$ cat src/rtl/demux_8_stream.sv
// demux_8_stream: 1-to-2 byte-stream demultiplexer with one FIFO per output port.
//
// Each accepted byte is written into the FIFO chosen by sel. Each port drains its
// own FIFO with a valid/ready handshake. The ports are independent, so a stalled
// port never blocks traffic routed to the other one.
//
// Parameters
//   DEPTH       entries per output FIFO (power of two, >= 2)
//
// Ports
//   clk                     single clock, rising edge
//   rst                     synchronous reset, active high
//   sel                     route select for the offered byte (0 -> port 0, 1 -> port 1)
//   in_valid, in_data[7:0]  source offer
//   in_ready                NOT full of the FIFO currently selected by sel (combinational)
//   outN_valid, outN_data   head of FIFO N (data is don't-care while valid is low)
//   outN_ready              sink N takes the head byte
//   cnt0, cnt1 [15:0]       bytes delivered per port, wrapping at 16 bits
//                           (present only when DEMUX_8_STREAM_CNT_EN is defined)
//
// Build option: `define DEMUX_8_STREAM_CNT_EN adds the per-port delivery counters.
module demux_8_stream #(
    parameter int DEPTH = 2
) (
    input  logic       clk,
    input  logic       rst,
    input  logic       sel,
    input  logic       in_valid,
    input  logic [7:0] in_data,
    output logic       in_ready,
    output logic       out0_valid,
    output logic [7:0] out0_data,
    input  logic       out0_ready,
    output logic       out1_valid,
    output logic [7:0] out1_data,
    input  logic       out1_ready
`ifdef DEMUX_8_STREAM_CNT_EN
    ,
    output logic [15:0] cnt0,
    output logic [15:0] cnt1
`endif
);

    localparam int AW = $clog2(DEPTH);
    localparam int CW = $clog2(DEPTH + 1);

    logic [1:0]         full;
    logic [1:0]         push;
    logic [1:0]         pop;
    logic [1:0]         valid;
    logic [1:0]         out_ready;
    logic [1:0][7:0]    head;
    logic               accept;

    assign out_ready = {out1_ready, out0_ready};

    // Full is judged on registered occupancy only, so a pop in the same cycle
    // never makes room for a push into a full FIFO.
    assign in_ready = ~full[sel];
    assign accept   = in_valid & in_ready;

    for (genvar i = 0; i < 2; i++) begin : g_port
        logic [7:0]    mem [DEPTH];
        logic [AW-1:0] wptr;
        logic [AW-1:0] rptr;
        logic [CW-1:0] occ;

        assign full[i]  = (occ == CW'(DEPTH));
        assign valid[i] = (occ != '0);
        assign push[i]  = accept & (sel == (i != 0));
        assign pop[i]   = valid[i] & out_ready[i];
        assign head[i]  = mem[rptr];

        // Pointers are exactly AW bits wide, so DEPTH being a power of two
        // makes the natural rollover the modulo-DEPTH wrap.
        always_ff @(posedge clk) begin
            if (rst) begin
                wptr <= '0;
                rptr <= '0;
                occ  <= '0;
            end else begin
                if (push[i]) wptr <= wptr + 1'b1;
                if (pop[i])  rptr <= rptr + 1'b1;
                occ <= occ + CW'(push[i]) - CW'(pop[i]);
            end
        end

        // Storage has no reset; a write while rst is high is suppressed so a
        // byte in flight during reset leaves no trace.
        always_ff @(posedge clk) begin
            if (push[i] && !rst) mem[wptr] <= in_data;
        end
    end

    assign out0_valid = valid[0];
    assign out1_valid = valid[1];
    assign out0_data  = head[0];
    assign out1_data  = head[1];

`ifdef DEMUX_8_STREAM_CNT_EN
    always_ff @(posedge clk) begin
        if (rst) begin
            cnt0 <= '0;
            cnt1 <= '0;
        end else begin
            cnt0 <= cnt0 + 16'(pop[0]);
            cnt1 <= cnt1 + 16'(pop[1]);
        end
    end
`endif

endmodule

$ cat config.mk
export PLATFORM = sky130hd
export DESIGN_NAME = demux_8_stream
export DESIGN_NICKNAME = d
export VERILOG_FILES = /design/src/rtl/demux_8_stream.sv
export SDC_FILE = /design/constraint.sdc
export NUM_CORES = 1
export LEC_CHECK = 0
export ABC_AREA = 1
export ABC_CLOCK_PERIOD_IN_PS = 2300
export BUFFER_PORTS_ARGS = -buffer_cell sky130_fd_sc_hd__buf_2
export CORE_AREA = 2 2 58 60
export CTS_BUF_LIST = sky130_fd_sc_hd__clkbuf_4 sky130_fd_sc_hd__clkbuf_8
export DETAILED_ROUTE_END_ITERATION = 10
export DIE_AREA = 0 0 60 62
export PLACE_DENSITY = 0.74
export SETUP_SLACK_MARGIN = 0.02
export SLEW_MARGIN = 15
export SYNTH_ARGS = -nofsm -noshare
export SYNTH_HDL_FRONTEND = slang
export SYNTH_SLANG_ARGS = --single-unit
$ cat constraint.sdc
create_clock -name clk -period 2.3 [get_ports clk]
set_input_delay 0.46 -clock clk [delete_from_list [all_inputs] [get_ports clk]]
set_output_delay 0.46 -clock clk [all_outputs]
set_load 0.005 [all_outputs]
==> impl_metrics.ini, run 1 <==
[worst_setup_path]
path_class = reg2out
crit_end = out1_data[3]
r2r_start = g_port[1].occ[1]
timing.rr.end = g_port[1].occ[1]
ff2ff_path_depth = 8
cp_max_fo = 8
arrival_ns = 1.46
worst_ep_required_time_ns = 1.84
crit_path_end_kind = output pin
ff2ff_setup_slack_ns = 0.73
startpoint_type = flop

[cts]
cts_hold_buf = 0
cts_buffer_depth = 2
cts_tree = yes
clock_tree.root_cell = clkbuf_4
post_cts_buffers = 0
cts_resized = 0
htreeDepth = 2
cts_sinks = 42
clkLatencyLatePin_ns = 0.34
clk_pin_slew_ns = 0.11
cts_made_buffers = 5

[cells_and_area]
register_area_um2 = 1160
final_nets = 169
instances_no_fill = 200
fill_cells = 254
multi_input_comb_area_um2 = 433
fin_area_um2 = 1940
area_growth_pct = 17.8
drive_gt1_share_pct = 42.9
antenna_cells = 0

[placement]
place_hpwl_um = 1890
place_area_um2 = 1880
port-buffer-count = 32
place_inst = 192
routabilityCongestion = 0.718

[power_and_ir_drop]
irDropWorstVdd_v = 0.000438
p_leak_nw = 0.754
p_per_area_nw_per_um2 = 893

[routing]
maxUsedRoutingLayer = met4
wl_met1_um = 1080
firstDrtPassIters = 4
wl_um = 2660
wl_met2_um = 1360
met3_length_um = 158
drc_errors = 0
wl_per_cell_um = 13.3
ant_nets = 0
vias = 962
vias_per_cell = 4.81
drtIter0Drc = 28

[synth]
synth.ff_latch_count = 42
synthesis.area_um2 = 1650
yosys_warnings = 0
synth_cell_type_count = 22
yosysSeqAreaShare_pct = 70.6
synthCells = 112
avgSynthCellArea_um2 = 14.7
syn_nets = 128

[global_routing]
gr-usage-all-layers_pct = 16.4
grt_max_degree = 14
grt_pass1_wl_um = 4080
grt_antenna_before_repair = 0
grt_pass1_vias = 881
grt.overflow.total = 0

[die]
num_rows = 21
initial_core_util_pct = 51.8
dieArea_um2 = 3720
die_h_um = 62
dieWidth_um = 60
ios = 33
core_area_um2 = 3180

[sta]
slew_violations = 0
layout_min_cycle_time_ns = 1.92
worst_pin_slew_ns = 0.437
finClkSkew_ns = 0.00604
finalHoldViolCount = 0
period_share_pct = 83.3
max_clock_freq_mhz = 522
rsz0062_at_grt = false
slew-limit-headroom_pct = 70.8
finalSetupViolations = 0
finalSetupTns_ns = 0

[run]
drv_cap = 0

[worst_hold_path]
holdCritStartpoint = in_data[1]
hold_class = in2reg

[run_status]
status = finished clean
[how the worst min path moves through the flow]
stage	end	slack, ns	cells past startpoint
floorplan	flop	0.43	1
global placement	g_port[0].rptr	0.45	1
detailed placement	flop	0.45	1
CTS	g_port[0].mem[0][1]	0.30	1
global route	g_port[0].mem[0][1]	0.31	1
finish	g_port[0].mem[0][1]	0.32	1
[cells by family after synthesis]
| logic type | synth area share [%] |
|---|---|
| simple gates | 8.29 |
| flops | 70.6 |
| xor+xnor | 1.06 |
| compound gates | 4.49 |
| buf+inv | 3.12 |
| fa+ha+maj | 1.52 |
| mux | 11.0 |
[layout make-up]
type	count	share of cell area [%]
timing repair buffer	36	9.81
sequential	42	59.9
tap	46	2.97
multi-input combinational	57	22.3
inverter	11	2.13
clock buffer	6	2.32
clock inverter	2	0.516
[critical path, cell delays in order, from the launching register on]
cell	delay [ns]
dfxtp_1	0.61
mux2_2	0.39
buf_2	0.12
[per-stage QoR]
| stage | power [mW] | setup WS (ns) | utilization, % | hold WS, ns |
|---|---|---|---|---|
| floorplan | 1.25 | 0.646 | - | 0.432 |
| global placement | 1.38 | 0.788 | 59.2 | 0.447 |
| detailed placement | 1.41 | 0.726 | 59.2 | 0.448 |
| CTS | 1.75 | 0.352 | 61.0 | 0.301 |
| global route | 1.84 | 0.314 | 61.0 | 0.307 |
| finish | 1.73 | 0.384 | 61.0 | 0.319 |
[state kept, by name, indices dropped and copies added, names as in the netlist, named ones only]
signal / flops
g_port.rptr: 2
g_port.wptr: 2
g_port.occ: 4
g_port.mem: 32
[layer usage]
metal,vias up,track usage [%]
met5,-,0
met4,0,7.62
met3,7,6.21
met2,32,27.8
met1,439,18.4
li1,484,-
[synthesized netlist by cell type (all sizes together)]
library cell  count  area share (%)
nand4             3             2.1
nand3             2             1.4
xnor2             1            0.53
buf               2            0.61
nor2              5             1.4
nor3              2            0.61
xor2              1            0.53
dfxtp            10              12
edfxtp           32              58
inv              11             2.5
ha                2             1.5
or2               2            0.76
mux2             16              11
o21ai             5             1.7
a21oi             9             2.7
nand2             9             2.1
[where the power goes]
group,total (mW),switching (mW),internal [mW]
Sequential,0.959,0.0683,0.891
Combinational,0.422,0.208,0.215
Clock,0.349,0.221,0.128
[cell usage in the layout (no fill, tap or decap)]
master and n:
buf_4 4, ha_1 2, nor2_1 3, inv_2 1, nand4_4 1, nor3_1 2
nand3_4 1, xor2_1 1, buf_2 32, clkinv_2 2, clkbuf_4 6, nand2_1 9
edfxtp_1 32, inv_1 10, nor2_2 2, nand3_1 1, a21oi_1 9, or2_1 2
dfxtp_1 10, o21ai_1 2, mux2_2 16, xnor2_1 1, o21ai_2 1, nand4_1 2
o21ai_0 2
(Power assumes the default switching activity.)
==> inputs of run 2 (changes only) <==
--- a/config.mk
+++ b/config.mk
@@ -5,14 +5,14 @@
 export SDC_FILE = /design/constraint.sdc
 export NUM_CORES = 1
 export LEC_CHECK = 0
-export ABC_AREA = 1
-export ABC_CLOCK_PERIOD_IN_PS = 2300
+export ABC_AREA = 0
+export ABC_CLOCK_PERIOD_IN_PS = 1800
 export BUFFER_PORTS_ARGS = -buffer_cell sky130_fd_sc_hd__buf_2
-export CORE_AREA = 2 2 58 60
+export CORE_AREA = 2 2 59 61
 export CTS_BUF_LIST = sky130_fd_sc_hd__clkbuf_4 sky130_fd_sc_hd__clkbuf_8
 export DETAILED_ROUTE_END_ITERATION = 10
-export DIE_AREA = 0 0 60 62
-export PLACE_DENSITY = 0.74
+export DIE_AREA = 0 0 61 63
+export PLACE_DENSITY = 0.72
 export SETUP_SLACK_MARGIN = 0.02
 export SLEW_MARGIN = 15
 export SYNTH_ARGS = -nofsm -noshare
==> constraint.sdc (replaced) <==
create_clock -name clk -period 1.8 [get_ports clk]
set_input_delay 0.36 -clock clk [delete_from_list [all_inputs] [get_ports clk]]
set_output_delay 0.36 -clock clk [all_outputs]
set_load 0.005 [all_outputs]
==> impl_metrics.ini, run 2 <==
[run_status]
status = finished clean

[sta]
fin_hold_ws_ns = 0.219
slew_violations = 0
finClkSkew_ns = 0.0139
finalHoldViolCount = 0
worst_pin_slew_ns = 0.296
layout_min_cycle_time_ns = 1.70
finalSetupTns_ns = 0
period_share_pct = 94.2
rsz0062_at_grt = false
finalSetupViolations = 0
max_clock_freq_mhz = 590
slew-limit-headroom_pct = 80.0

[synth]
yosys.area_share.simple_pct = 8.67
synthCells = 110
netlist.area_leader.share_pct = 57.4
synth_top_family_by_area = multiplexers
ys_top_cells_by_count = 32 x edfxtp_1, 16 x mux2_2, 10 x dfxtp_1
yosysTopAreaCell = edfxtp_1
synth-xor-area-share_pct = 2.09
syn_nets = 126
synthesis.area_um2 = 1670
yosys_warnings = 0
synth_cell_type_count = 27
synth_compound_area_share_pct = 5.61
yosysMostFrequentCell = edfxtp_1
avgSynthCellArea_um2 = 15.2
synth.ff_latch_count = 42
synthAdderAreaFrac_pct = 1.49
async_flop_share_pct = 0
synthMuxAreaShare_pct = 10.8
yosysSeqAreaShare_pct = 69.4
synth_edf_count = 32
ys.flop_type = edfxtp_1
synth_area_leaders = edfxtp_1 57%, dfxtp_1 12%, mux2_2 11%

[cts]
cts_sinks = 42
htreeDepth = 2
cts_buffer_depth = 2
clock_tree.root_cell = clkbuf_4
cts_hold_buf = 0
clk_pin_slew_ns = 0.12
cts_made_buffers = 5
cts_tree = yes
clkLatencyLatePin_ns = 0.35

[cells_and_area]
largest_reg_flops = 32
final_nets = 169
fill_cells = 280
reg_top3 = g_port.mem: 32 flops, g_port.occ: 4 flops
drive_gt1_share_pct = 44.8
final_cell_mix = 32 x edfxtp_1, 32 x buf_2, 16 x mux2_2
antenna_cells = 0
fin_area_um2 = 2000
area_growth_pct = 19.4
largest-register = g_port.mem

[routing]
drc_errors = 0
drtIter0Drc = 26
firstDrtPassIters = 4
vias_per_cell = 5.15
ant_nets = 0
wl_um = 2970
vias = 1029
wl_per_cell_um = 14.8

[power_and_ir_drop]
irDropWorstVdd_v = 0.000805
p_leak_nw = 0.771
p_per_area_nw_per_um2 = 1220

[die]
dieWidth_um = 61
core_area_um2 = 3230
die_h_um = 63
dieArea_um2 = 3840
initial_core_util_pct = 51.8
num_rows = 21
ios = 33

[worst_hold_path]
holdCritStartpoint = in_data[6]
hold_class = in2reg

[worst_setup_path]
crit_path_end_kind = output pin
r2r_start = g_port[1].occ[0]
path_class = reg2out
startpoint_type = flop
arrival_ns = 1.34
worst_ep_required_time_ns = 1.44
cp_max_fo = 8

[placement]
place_hpwl_um = 2120
port-buffer-count = 32
place_area_um2 = 1940
routabilityCongestion = 0.744

[run]
drv_cap = 0

[global_routing]
gr-usage-all-layers_pct = 17.0
grt_antenna_before_repair = 0
grt_pass1_wl_um = 4660
grt_pass1_vias = 1059
grt_max_degree = 16
grt.overflow.total = 0
## run 2: cells by family after synthesis
family          Yosys count
compound gates           13
xor+xnor                  4
fa+ha+maj                 2
buf+inv                   7
flops                    42
mux                      16
simple gates             26
## run 2: path summary, 6_finish.rpt
check	end	slack, ns	cells after the start
max	out1_data[5]	0.10	2
min	g_port[0].mem[0][6]	0.22	1
max reg2reg	g_port[1].occ[1]	0.18	4
min reg2reg	g_port[0].wptr	0.51	2
## run 2: cell type report
class	count	area, um2	area share, %
clock inverters	2	8.76	0.438
multi-input cells	61	492	24.6
flip-flops and latches	42	1160	58.2
well taps	46	57.6	2.88
inverters	3	11.3	0.564
clock buffers	6	45.0	2.25
repair buffers	40	220	11.0
## run 2: what timing repair did
item | CTS | global route
resized for setup | 2 | 0
buffers inserted | 0 | 0
endpoints found under the setup margin | 16 | 0
## run 2: per-layer routing
metal / track usage (%) / vias to the layer above / routed length [um]
met5: 0 / - / 0
met4: 8.42 / 0 / 51
met3: 4.35 / 5 / 116
met2: 29.8 / 26 / 1580
met1: 18.1 / 502 / 1220
li1: - / 496 / -
## run 2: worst max-delay path, stage by stage, from the launching register on
cell     delay, ns
dfxtp_2       0.48
mux2_2        0.37
buf_2         0.13
## run 2: report_power, final
group / leakage, nW / internal [mW] / total, mW / switching [mW]
logic: 0.365 / 0.396 / 0.711 / 0.315
registers: 0.374 / 1.16 / 1.29 / 0.124
clock network: 0.0331 / 0.162 / 0.448 / 0.286
## run 2: stage by stage
| stage | cells | util, % | worst slack [ns] | power [mW] |
|---|---|---|---|---|
| 6_report | 200 | 61.8 | 0.105 | 2.44 |
| 5_1_grt | 200 | 61.8 | 0.0545 | 2.58 |
| 4_1_cts | 200 | 61.8 | 0.0748 | 2.47 |
| 3_5_place_dp | 192 | 60.1 | 0.200 | 2.02 |
| 3_3_place_gp | 192 | 60.1 | 0.304 | 1.98 |
| 2_1_floorplan | 110 | - | 0.163 | 1.78 |
